`src/rtl/fuzzy_defuzz_if.sv`:
```
// Grade/result handshake bundle for the defuzzifier.
// The master side presents grades and accepts crisp results; the slave side is the defuzzifier.
interface fuzzy_defuzz_if;
   logic       in_valid;
   logic       in_ready;
   logic [9:0] mu_min;
   logic [9:0] mu_mid;
   logic [9:0] mu_max;
   logic       out_valid;
   logic       out_ready;
   logic [7:0] out_data;
   logic       out_err;

   modport master (
      output in_valid, mu_min, mu_mid, mu_max, out_ready,
      input  in_ready, out_valid, out_data, out_err
   );

   modport slave (
      input  in_valid, mu_min, mu_mid, mu_max, out_ready,
      output in_ready, out_valid, out_data, out_err
   );
endinterface

```
`src/rtl/fuzzy_defuzz.sv`:
```
// Weighted-singleton centroid defuzzifier: three membership grades in, one crisp 8-bit value out.
// The products are registered, then an 8-step restoring divider runs, MSB first.
// Build option FUZZY_DEFUZZ_ROUND_EN: adds den/2 to the numerator so the result rounds half-up
// instead of truncating. Latency and zero-denominator behaviour are the same in both builds.
//
// state  | meaning
// S_IDLE | ready for grades, in_ready high
// S_MUL  | numerator/denominator registered, zero denominator short-circuits to S_DONE
// S_DIV  | one restoring step per cycle, bit_cnt counts 7 down to 0
// S_DONE | result presented with out_valid until out_ready
module fuzzy_defuzz #(
   parameter logic [7:0] C_MIN       = 8'd0,
   parameter logic [7:0] C_MID       = 8'd128,
   parameter logic [7:0] C_MAX       = 8'd255,
   parameter logic [7:0] DEFAULT_OUT = 8'd128
) (
   input logic           clk,
   input logic           rst,
   fuzzy_defuzz_if.slave bus
);

   typedef enum logic [1:0] {S_IDLE, S_MUL, S_DIV, S_DONE} state_t;

   state_t      state;
   state_t      state_nxt;

   logic [9:0]  g_min;
   logic [9:0]  g_mid;
   logic [9:0]  g_max;
   logic [11:0] den_r;
   logic [19:0] rem;
   logic [7:0]  quo;
   logic [2:0]  bit_cnt;
   logic [7:0]  data_r;
   logic        err_r;

   logic [19:0] num_w;
   logic [11:0] den_w;
   logic [19:0] num_adj;
   logic [19:0] den_sh;
   logic        rem_ge;
   logic [7:0]  bit_mask;
   logic [7:0]  q_next;

   assign num_w = 20'(g_min) * 20'(C_MIN)
                + 20'(g_mid) * 20'(C_MID)
                + 20'(g_max) * 20'(C_MAX);
   assign den_w = 12'(g_min) + 12'(g_mid) + 12'(g_max);

`ifdef FUZZY_DEFUZZ_ROUND_EN
   // Half the denominator turns the floor into round-half-up; num stays <= 255*den + den/2.
   assign num_adj = num_w + {9'd0, den_w[11:1]};
`else
   assign num_adj = num_w;
`endif

   assign den_sh   = {8'd0, den_r} << bit_cnt;
   assign rem_ge   = (rem >= den_sh);
   assign bit_mask = 8'd1 << bit_cnt;
   assign q_next   = rem_ge ? (quo | bit_mask) : quo;

   // State register
   always_ff @(posedge clk) begin
      if (rst) state <= S_IDLE;
      else     state <= state_nxt;
   end

   // Next-state decode
   always_comb begin
      state_nxt = state;
      case (state)
         S_IDLE: if (bus.in_valid)       state_nxt = S_MUL;
         S_MUL:  state_nxt = (den_w == 12'd0) ? S_DONE : S_DIV;
         S_DIV:  if (bit_cnt == 3'd0)    state_nxt = S_DONE;
         S_DONE: if (bus.out_ready)      state_nxt = S_IDLE;
         default:                        state_nxt = S_IDLE;
      endcase
   end

   // Handshake and result outputs
   always_comb begin
      bus.in_ready  = (state == S_IDLE);
      bus.out_valid = (state == S_DONE);
      bus.out_data  = data_r;
      bus.out_err   = err_r;
   end

   // Grade capture, product registers and restoring divider
   always_ff @(posedge clk) begin
      if (rst) begin
         g_min   <= '0;
         g_mid   <= '0;
         g_max   <= '0;
         den_r   <= '0;
         rem     <= '0;
         quo     <= '0;
         bit_cnt <= '0;
         data_r  <= '0;
         err_r   <= 1'b0;
      end else begin
         case (state)
            S_IDLE: begin
               if (bus.in_valid) begin
                  g_min <= bus.mu_min;
                  g_mid <= bus.mu_mid;
                  g_max <= bus.mu_max;
               end
            end
            S_MUL: begin
               den_r   <= den_w;
               rem     <= num_adj;
               quo     <= '0;
               bit_cnt <= 3'd7;
               if (den_w == 12'd0) begin
                  data_r <= DEFAULT_OUT;
                  err_r  <= 1'b1;
               end
            end
            S_DIV: begin
               if (rem_ge) rem <= rem - den_sh;
               quo     <= q_next;
               bit_cnt <= bit_cnt - 3'd1;
               if (bit_cnt == 3'd0) begin
                  data_r <= q_next;
                  err_r  <= 1'b0;
               end
            end
            default: ;
         endcase
      end
   end

endmodule
```
`src/flat_wrapper.sv`:
```
// flat-port wrapper written by rule: the top's interface ports become plain ports
module fuzzy_defuzz_flat 
#(
   parameter logic [7:0] C_MIN       = 8'd0,
   parameter logic [7:0] C_MID       = 8'd128,
   parameter logic [7:0] C_MAX       = 8'd255,
   parameter logic [7:0] DEFAULT_OUT = 8'd128
)
  (clk, rst, bus_in_valid, bus_mu_min, bus_mu_mid, bus_mu_max, bus_out_ready, bus_in_ready, bus_out_valid, bus_out_data, bus_out_err);
  fuzzy_defuzz_if bus_i ();
  input logic clk;
  input logic rst;
  input wire logic [$bits(bus_i.in_valid)-1:0] bus_in_valid;
  input wire logic [$bits(bus_i.mu_min)-1:0] bus_mu_min;
  input wire logic [$bits(bus_i.mu_mid)-1:0] bus_mu_mid;
  input wire logic [$bits(bus_i.mu_max)-1:0] bus_mu_max;
  input wire logic [$bits(bus_i.out_ready)-1:0] bus_out_ready;
  output wire logic [$bits(bus_i.in_ready)-1:0] bus_in_ready;
  output wire logic [$bits(bus_i.out_valid)-1:0] bus_out_valid;
  output wire logic [$bits(bus_i.out_data)-1:0] bus_out_data;
  output wire logic [$bits(bus_i.out_err)-1:0] bus_out_err;
  assign bus_i.in_valid = bus_in_valid;
  assign bus_i.mu_min = bus_mu_min;
  assign bus_i.mu_mid = bus_mu_mid;
  assign bus_i.mu_max = bus_mu_max;
  assign bus_i.out_ready = bus_out_ready;
  assign bus_in_ready = bus_i.in_ready;
  assign bus_out_valid = bus_i.out_valid;
  assign bus_out_data = bus_i.out_data;
  assign bus_out_err = bus_i.out_err;
  fuzzy_defuzz #(.C_MIN(C_MIN), .C_MID(C_MID), .C_MAX(C_MAX), .DEFAULT_OUT(DEFAULT_OUT)) u_core (.clk(clk), .rst(rst), .bus(bus_i));
endmodule
```
`config.mk`:
```
export PLATFORM = sky130hd
export DESIGN_NAME = fuzzy_defuzz_flat
export DESIGN_NICKNAME = d
export VERILOG_FILES = /design/src/rtl/fuzzy_defuzz_if.sv /design/src/rtl/fuzzy_defuzz.sv /design/src/flat_wrapper.sv
export SDC_FILE = /design/constraint.sdc
export NUM_CORES = 1
export LEC_CHECK = 0
export CAP_MARGIN = 10
export CORE_ASPECT_RATIO = 0.5
export CORE_MARGIN = 5
export CORE_UTILIZATION = 60
export DETAILED_ROUTE_END_ITERATION = 12
export GPL_TIMING_DRIVEN = 0
export PLACE_DENSITY = 0.86
export RECOVER_POWER = 25
export SETUP_SLACK_MARGIN = 0.1
export SYNTH_ARGS = -nofsm -noshare
export SYNTH_HDL_FRONTEND = slang
export SYNTH_SLANG_ARGS = --single-unit
```
`constraint.sdc`:
```
create_clock -name clk -period 5.7 [get_ports clk]
set_input_delay 0.855 -clock clk [delete_from_list [all_inputs] [get_ports clk]]
set_output_delay 0.855 -clock clk [all_outputs]
set_load 0.05 [all_outputs]
```
==> flow_summary_export.csv, run 1 <==
group,metric,value,unit
synth,yosys.area.top_type_share,0.2145,
timing,rsz0062_at_grt,"no",
timing,relSlewSlack,0.2918,
final_layout,layout_common_cells,"inv_1 (127), nand2_1 (104), ha_1 (85)",
die,dieArea,15590,um^2
timing,setup_viol,0,
synth,synth_ff_type,"dfxtp_1",
detailed_routing,ant_nets,0,
synth,avgSynthCellArea,8.330,um^2
timing,period_minus_slack,5.236,ns
timing,slew_viol_final,0,
timing,skew,0.009239,ns
die,pin_count,45,
power_and_ir_drop,leakagePower,3.852,nW
clocking,clk_latency,0.35,ns
placement,portBuffers,44,
clocking,clockBufferDepth,2,
die,core_area,12740,um^2
detailed_routing,postRouteWirelength,20540,um
synth,ys_seq_elements,84,
grt,grt-ovfl-total,0,
synth,synth.net_count,1114,
synth,synthXorXnorAreaFrac,0.04900,
final_layout,final_common_cell,"inv_1",
clocking,cts_tree,"done",
grt,grt_pass1_wl,33600,um
placement,dp_hpwl,15980,um
synth,yosys.area_share.simple,0.1441,
grt,grt_antenna_before_repair,0,
synth,synth-edff-count,0,
timing,whs,0.4541,ns
detailed_routing,drc_errors,0,
clocking,numCtsBuffers,9,
final_layout,insertedDiodeCount,0,
detailed_routing,dr.first_iter.drc_count,746,
power_and_ir_drop,pwr_density_cell,639.6,nW/um^2
synth,synth_top_family_by_area,"adder cells",
final_layout,nets,1169,
timing,max_slew.worst_pin.slew,1.051,ns
detailed_routing,via_per_inst,5.986,
synth,async_reset_ff_frac,0,
synth,synth-compound-area-share,0.1963,
critical_path,crit_path_max_fanout,7,
job,cap_violations,0,
synth,synthCells,941,
outcome,outcome,"completed",
timing,max_freq,0.1910,GHz
clocking,post_cts_buffers,0,
final_layout,area_growth,11.91,%
detailed_routing,firstDrtPassIters,6,
critical_path,cp.arrival,5.51,ns
clocking,clock_sinks,84,
clocking,cts_max_level,3,
detailed_routing,wl_per_cell,17.54,um
clocking,root_buffer,"clkbuf_16",
placement,gp_congestion,0.9451,
timing,period_share,0.9185,
synth,yosysTopAreaCell,"dfxtp_1",
die,num_rows,29,
clocking,cts_resized,0,
critical_path,end_kind,"flip-flop",
die,initial_core_util,0.6155,
final_layout,postLayoutCellArea,8772,um^2
die,fp.dieW,171.6,um
clocking,hold_buffers,0,
detailed_routing,dr_total_vias,7010,
clocking,clk_pin_slew,0.07,ns
synth,synth_area,7839,um^2
placement,dp_slack,0.6180,ns
timing,fin_ws,0.4643,ns
critical_path,critPathRequiredTime,5.97,ns
synth,ys_warn_count,0,
grt,grt_pass1_vias,6744,
timing,hold_violations,0,
grt,grt_max_degree,17,
placement,postPlaceCellArea,8492,um^2
power_and_ir_drop,ir_drop,0.4403,mV
final_layout,drive_above_1_share,0.04396,
synth,yosys.area_share.adder,0.2736,
synth,ys_top_cells_by_area,"dfxtp_1 (21%), fa_1 (14%), ha_1 (14%)",
synth,synthMuxAreaShare,0.04342,
grt,track_usage,0.2685,
critical_path,crit_type,"flip-flop to flip-flop",
min_path,hold_class,"flip-flop to flip-flop",
synth,ys_types,69,
timing,setup_tns,0,ns
die,dieHeight,90.83,um
critical_path,cp-start-kind,"flip-flop",
synth,ys_seq_area_frac,0.2145,
-- where the power goes --
group	switching (mW)	internal, mW
Sequential	0.136	0.726
Combinational	2.56	1.61
Clock	0.281	0.301
Total	2.98	2.63
-- layout make-up --
cell class / instances / area [um^2]
plain buffers: 35 / 138.9
clock buffers: 9 / 225.2
flip-flops and latches: 84 / 1682
well taps: 170 / 212.7
multi-input cells: 694 / 5538
clock inverters: 7 / 55.05
repair buffers: 44 / 440.4
inverters: 128 / 480.5
fillers: 961 / 3964
-- sequential cells by signal (all words and copies together) (netlist names) --
signal	count
u_core.g_mid	10
u_core.rem	20
u_core.bus.out_data	8
u_core.g_min	10
u_core.state	2
u_core.den_r	12
u_core.bit_cnt	3
u_core.quo	8
u_core.g_max	10
u_core.bus.out_err	1
-- routing by layer --
metal,vias to the layer above,share of wire,GRT usage
met5,-,0,0
met4,0,0.023,0.06922
met3,50,0.084,0.04766
met2,315,0.46,0.4351
met1,3328,0.43,0.3709
li1,3317,-,-
-- critical path: stages, from the launching register on --
cell and delay, ns:
dfxtp_1 0.59, inv_1 0.14, fa_1 0.60, inv_1 0.09, fa_1 0.53, fa_1 0.56, inv_1 0.06, fa_1 0.52
inv_1 0.04, ha_1 0.32, o21ai_0 0.12, o21bai_1 0.16, a21oi_1 0.15, o21ai_0 0.33, a41oi_1 0.20, xnor2_1 0.37
o22ai_1 0.16, nor3_1 0.22
-- synthesized netlist by cell type, types with 5 or more instances --
library cell and count:
o21a_1 9, a31oi_1 7, o21ai_1 7, nand2_1 104, nor2_1 72, inv_1 127, xor2_1 13, clkbuf_1 28
nand3_1 5, buf_1 6, a21o_1 12, mux2i_1 25, xnor2_1 29, a21oi_1 81, and3_1 6, nor2b_1 11
dfxtp_1 84, o21ai_0 31, nand4_1 7, ha_1 85, fa_1 54, o21bai_1 6, a211oi_1 20, nor3_1 24
o211ai_1 11
-- worst paths after layout --
path | startpoint | endpoint | slack (ns) | cells after the start
hold reg to reg | u_core.rem[0] | u_core.rem[0] | 0.45 | 2
hold / removal | u_core.rem[0] | u_core.rem[0] | 0.45 | 2
setup reg to reg | u_core.g_max[4] | u_core.rem[17] | 0.46 | 17
setup / recovery | u_core.g_max[4] | u_core.rem[17] | 0.46 | 17
-- cells by family after synthesis --
kind of cell / count (synthesis)
xor gates and xnor gates: 43
adders and majority gates: 139
muxes: 31
DFF: 84
buffers and inverters: 163
AOI/OAI and AO/OA: 229
and+or+nand+nor: 252
-- metrics by stage --
step / cells / utilization / total power [mW]
floorplan: 941 / - / 3.962
global placement: 1155 / 0.6668 / 4.795
detailed placement: 1155 / 0.6668 / 4.913
CTS: 1171 / 0.6888 / 5.532
global route: 1171 / 0.6888 / 6.109
finish: 1171 / 0.6888 / 5.611
Power figures use the tool's default switching activity.
==> run 2: changes to the inputs <==
Settings changed: DONT_BUFFER_PORTS from default to 1, PLACE_DENSITY 0.86 to 0.82.
==> flow_summary_export.csv, run 2 (synthesis results as in run 1) <==
group,metric,value,unit
outcome,outcome,"completed",
final_layout,nets,1125,
detailed_routing,firstDrtPassIters,6,
critical_path,cp-start-kind,"flip-flop",
die,num_rows,29,
clocking,cts_resized,0,
clocking,clockBufferDepth,2,
clocking,cts_tree,"done",
detailed_routing,postRouteWirelength,19440,um
final_layout,largest-register,"u_core.rem",
power_and_ir_drop,p_switching,2.948,mW
die,initial_core_util,0.6155,
final_layout,layout_common_cells,"inv_1 (127), nand2_1 (104), ha_1 (85)",
final_layout,area_growth,6.321,%
final_layout,insertedDiodeCount,0,
job,cap_violations,0,
final_layout,top_regs,"u_core.rem (20), u_core.den_r (12)",
grt,track_usage,0.2557,
grt,grt_max_degree,17,
power_and_ir_drop,share_comb_of_total_power,0.736,
detailed_routing,wl_per_cell,17.25,um
grt,grt-ovfl-total,0,
detailed_routing,dr.first_iter.drc_count,711,
critical_path,critPathRequiredTime,5.94,ns
detailed_routing,ant_nets,0,
timing,max_freq,0.1934,GHz
timing,skew,0.01044,ns
clocking,clock_sinks,84,
final_layout,largest_register_ffs,20,
timing,rsz0062_at_grt,"no",
timing,max_slew.worst_pin.slew,1.157,ns
placement,gp_congestion,0.9258,
power_and_ir_drop,pwr_density_cell,664.6,nW/um^2
final_layout,final_common_cell,"inv_1",
clocking,clk_latency,0.35,ns
clocking,hold_buffers,0,
die,dieHeight,90.83,um
critical_path,end_kind,"flip-flop",
power_and_ir_drop,seq_power_share,0.160,
power_and_ir_drop,power_frac_clock,0.104,
clocking,cts_max_level,3,
clocking,root_buffer,"clkbuf_16",
detailed_routing,via_per_inst,6.028,
placement,portBuffers,0,
grt,grt_pass1_vias,6522,
detailed_routing,dr_total_vias,6794,
timing,period_share,0.9070,
grt,grt_pass1_wl,32230,um
critical_path,cpPeakStageDelay,0.60,ns
die,pin_count,45,
power_and_ir_drop,p_total,5.539,mW
timing,setup_tns,0,ns
die,core_area,12740,um^2
die,fp.dieW,171.6,um
min_path,hold_class,"flip-flop to flip-flop",
clocking,numCtsBuffers,9,
power_and_ir_drop,p_int,2.591,mW
power_and_ir_drop,leakagePower,3.685,nW
power_and_ir_drop,ir_drop,0.3391,mV
final_layout,fillers,1056,
final_layout,multi_input_area,5538,um^2
grt,grt_antenna_before_repair,0,
power_and_ir_drop,swShare,0.5323,
timing,hold_violations,0,
final_layout,ff_latch_area,1682,um^2
die,dieArea,15590,um^2
timing,setup_viol,0,
clocking,clk_pin_slew,0.07,ns
detailed_routing,drc_errors,0,
timing,period_minus_slack,5.170,ns
timing,relSlewSlack,0.2204,
timing,slew_viol_final,0,
critical_path,crit_path_max_fanout,7,
critical_path,slowest_stage,"fa_1",
critical_path,crit_type,"flip-flop to flip-flop",
final_layout,drive_above_1_share,0.04598,
critical_path,cp.arrival,5.41,ns
critical_path,cp_cell_sequence,"inv_1 > fa_1 > inv_1 > fa_1 > fa_1 > inv_1 > fa_1 > inv_1 > ha_1 > o21ai_0 > o21bai_1 > a21oi_1 > o21ai_0 > nand2_1 > xor2_1 > o21ai_0 > o221a_2",
clocking,post_cts_buffers,0,
placement,dp_hpwl,15360,um
==> run 2: stage by stage <==
| step | worst slack, ns | cell area, um^2 | instances | hold slack (ns) | util |
|---|---|---|---|---|---|
| after CTS | 0.6107 | 8334 | 1127 | 0.4618 | 0.6544 |
| after global routing | 0.2165 | 8334 | 1127 | 0.4791 | 0.6544 |
| after global placement | 0.6912 | 8051 | 1111 | 0.4419 | 0.6322 |
| after floorplan | 1.316 | 7839 | 941 | 0.4316 | - |
| after detailed placement | 0.6545 | 8051 | 1111 | 0.4514 | 0.6322 |
| final | 0.5300 | 8334 | 1127 | 0.4603 | 0.6544 |
==> run 2: path summary, 6_finish.rpt <==
check | cells after the start | endpoint | slack, ns | start
hold / removal | 2 | u_core.rem[16] | 0.46 | u_core.rem[16]
setup reg to reg | 17 | u_core.rem[15] | 0.53 | u_core.g_max[3]
hold reg to reg | 2 | u_core.rem[16] | 0.46 | u_core.rem[16]
setup / recovery | 17 | u_core.rem[15] | 0.53 | u_core.g_max[3]
==> run 2: metal layers <==
metal  vias up  wire length, um  GRT usage
li1       3228                -          -
met1      3267             8886     0.3677
met3        37             1411    0.04373
met4         0              365    0.05801
met2       262             8773     0.4025
met5         -                0          0
==> run 2: area by class of cell <==
type / count / share of cell area
Buffer: 35 / 0.01666
Clock buffer: 9 / 0.02702
Tap cell: 170 / 0.02552
Inverter: 128 / 0.05765
Sequential cell: 84 / 0.2018
Clock inverter: 7 / 0.006906
Multi-Input combinational cell: 694 / 0.6645
==> run 2: power by group through the flow <==
stage	combinational [mW]	clock [mW]	sequential (mW)
6_report	4.08	0.576	0.886
5_1_grt	4.55	0.599	0.907
4_1_cts	4.02	0.579	0.885
3_5_place_dp	3.98	0	0.895
3_3_place_gp	3.87	0	0.889
2_1_floorplan	3.11	0	0.854
==> run 2: critical path, delay by kind of cell, from the launching register on <==
kind	cells	cell delay, ns
buffers and inverters	4	0.29
XOR/XNOR	1	0.40
AND/OR/NAND/NOR	1	0.11
adder cells (fa/ha/maj)	5	2.52
flip-flops	1	0.52
AO/OA/AOI/OAI	6	1.21
==> run 3: changes to the inputs <==
Settings changed: PLACE_DENSITY 0.82 to 0.76, SKIP_LAST_GASP from default to 1.
==> flow_summary_export.csv, run 3 (synthesis results as in run 1) <==
group,metric,value,unit
timing,rsz0062_at_grt,"no",
timing,relSlewSlack,0.2194,
timing,hold_violations,0,
placement,placed_cells,1111,
placement,portBuffers,0,
final_layout,top_regs,"u_core.rem (20), u_core.den_r (12)",
grt,grt_pass1_vias,6366,
final_layout,largest-register,"u_core.rem",
die,initial_core_util,0.6155,
critical_path,cp.arrival,5.41,ns
die,pin_count,45,
clocking,clk_pin_slew,0.07,ns
timing,period_minus_slack,5.164,ns
critical_path,end_kind,"flip-flop",
detailed_routing,ant_nets,0,
critical_path,cp-start-kind,"flip-flop",
clocking,clock_sinks,84,
die,fp.dieW,171.6,um
placement,gp_congestion,0.9552,
critical_path,r2r_cells,17,
clocking,numCtsBuffers,9,
final_layout,insertedDiodeCount,0,
die,core_area,12740,um^2
power_and_ir_drop,ir_drop,0.3618,mV
die,dieArea,15590,um^2
final_layout,postLayoutCellArea,8372,um^2
final_layout,layout_common_cells,"inv_1 (127), nand2_1 (104), ha_1 (85)",
timing,setup_viol,0,
timing,period_share,0.9059,
die,dieHeight,90.83,um
detailed_routing,dr_total_vias,6603,
clocking,cts_resized,0,
final_layout,nets,1125,
critical_path,crit_start,"u_core.g_max[3]",
detailed_routing,dr.first_iter.drc_count,515,
timing,fin_ws,0.5362,ns
outcome,outcome,"completed",
final_layout,drive_above_1_share,0.04598,
critical_path,critPathRequiredTime,5.95,ns
placement,dp_slack,0.6280,ns
job,cap_violations,0,
placement,dp_hpwl,15680,um
detailed_routing,postRouteWirelength,19370,um
critical_path,crit_path_max_fanout,7,
timing,max_slew.worst_pin.slew,1.159,ns
power_and_ir_drop,pwr_density_cell,666.5,nW/um^2
clocking,post_cts_buffers,0,
grt,grt_max_degree,18,
power_and_ir_drop,leakagePower,3.701,nW
clocking,root_buffer,"clkbuf_16",
timing,setup_tns,0,ns
detailed_routing,wl_per_cell,17.19,um
critical_path,reg2reg_to,"u_core.rem[15]",
critical_path,crit_type,"flip-flop to flip-flop",
detailed_routing,firstDrtPassIters,5,
final_layout,final_common_cell,"inv_1",
clocking,hold_buffers,0,
critical_path,critical_path.endpoint,"u_core.rem[15]",
critical_path,r2r_start,"u_core.g_max[3]",
final_layout,finalNonFillerCells,1127,
timing,whs,0.4549,ns
grt,track_usage,0.2566,
timing,slew_viol_final,0,
grt,grt-ovfl-total,0,
clocking,clk_latency,0.35,ns
final_layout,area_growth,6.800,%
detailed_routing,drc_errors,0,
final_layout,largest_register_ffs,20,
timing,max_freq,0.1937,GHz
min_path,hold_class,"flip-flop to flip-flop",
timing,skew,0.01088,ns
clocking,cts_max_level,3,
grt,grt_pass1_wl,31830,um
clocking,cts_tree,"done",
grt,grt_antenna_before_repair,1,
placement,postPlaceCellArea,8051,um^2
die,num_rows,29,
clocking,clockBufferDepth,2,
detailed_routing,via_per_inst,5.859,
critical_path,r2r_slack,0.54,ns
==> run 3: changes by cell type in the layout (fill, tap and decap cells not counted) <==
| cell | before | now |
|---|---|---|
| bufinv_16 | 0 | 1 |
| clkinv_2 | 1 | 0 |
| clkinv_8 | 0 | 1 |
| inv_6 | 3 | 0 |
| inv_8 | 1 | 3 |
==> run 3: area by class of cell <==
cell class,instances,area (um^2)
plain buffers,35,138.9
well taps,170,212.7
clock buffers,9,225.2
clock inverters,7,95.09
inverters,128,480.5
multi-input cells,694,5538
flip-flops and latches,84,1682
fillers,1060,4364
==> run 3: per-stage QoR <==
step                total power [mW]    util
floorplan                      3.962       -
global placement               4.798  0.6322
detailed placement             4.887  0.6322
CTS                            5.550  0.6573
global route                   6.125  0.6573
finish                         5.580  0.6573
==> run 3: how the worst min path moves through the flow <==
stage                        from             to  slack [ns]  cells past startpoint
floorplan           u_core.quo[0]  u_core.quo[0]        0.43                      2
global placement    u_core.rem[0]  u_core.rem[0]        0.44                      2
detailed placement  u_core.rem[0]  u_core.rem[0]        0.45                      2
CTS                 u_core.rem[0]  u_core.rem[0]        0.45                      2
global route        u_core.rem[0]  u_core.rem[0]        0.47                      2
finish              u_core.rem[0]  u_core.rem[0]        0.45                      2
==> run 3: critical path: stages (launching register included) <==
cell      delay, ns
dfxtp_1        0.52
inv_1          0.11
fa_1           0.62
inv_1          0.09
fa_1           0.53
fa_1           0.56
inv_1          0.06
fa_1           0.52
inv_1          0.04
ha_1           0.33
o21ai_0        0.12
o21bai_1       0.09
a21oi_1        0.34
o21ai_0        0.18
nand2_1        0.10
xor2_1         0.40
o21ai_0        0.18
o221a_2        0.28
==> run 3: report_power, final <==
part           internal (mW)  switching (mW)
Combinational           1.56            2.50
Sequential             0.726           0.158
Clock                  0.353           0.286
==> run 3: metal layers <==
metal / vias to the layer above / track usage / share of wire
li1: 3239 / - / -
met1: 3125 / 0.3634 / 0.46
met2: 208 / 0.3918 / 0.45
met3: 31 / 0.06559 / 0.079
met4: 0 / 0.06196 / 0.015
met5: - / 0 / 0
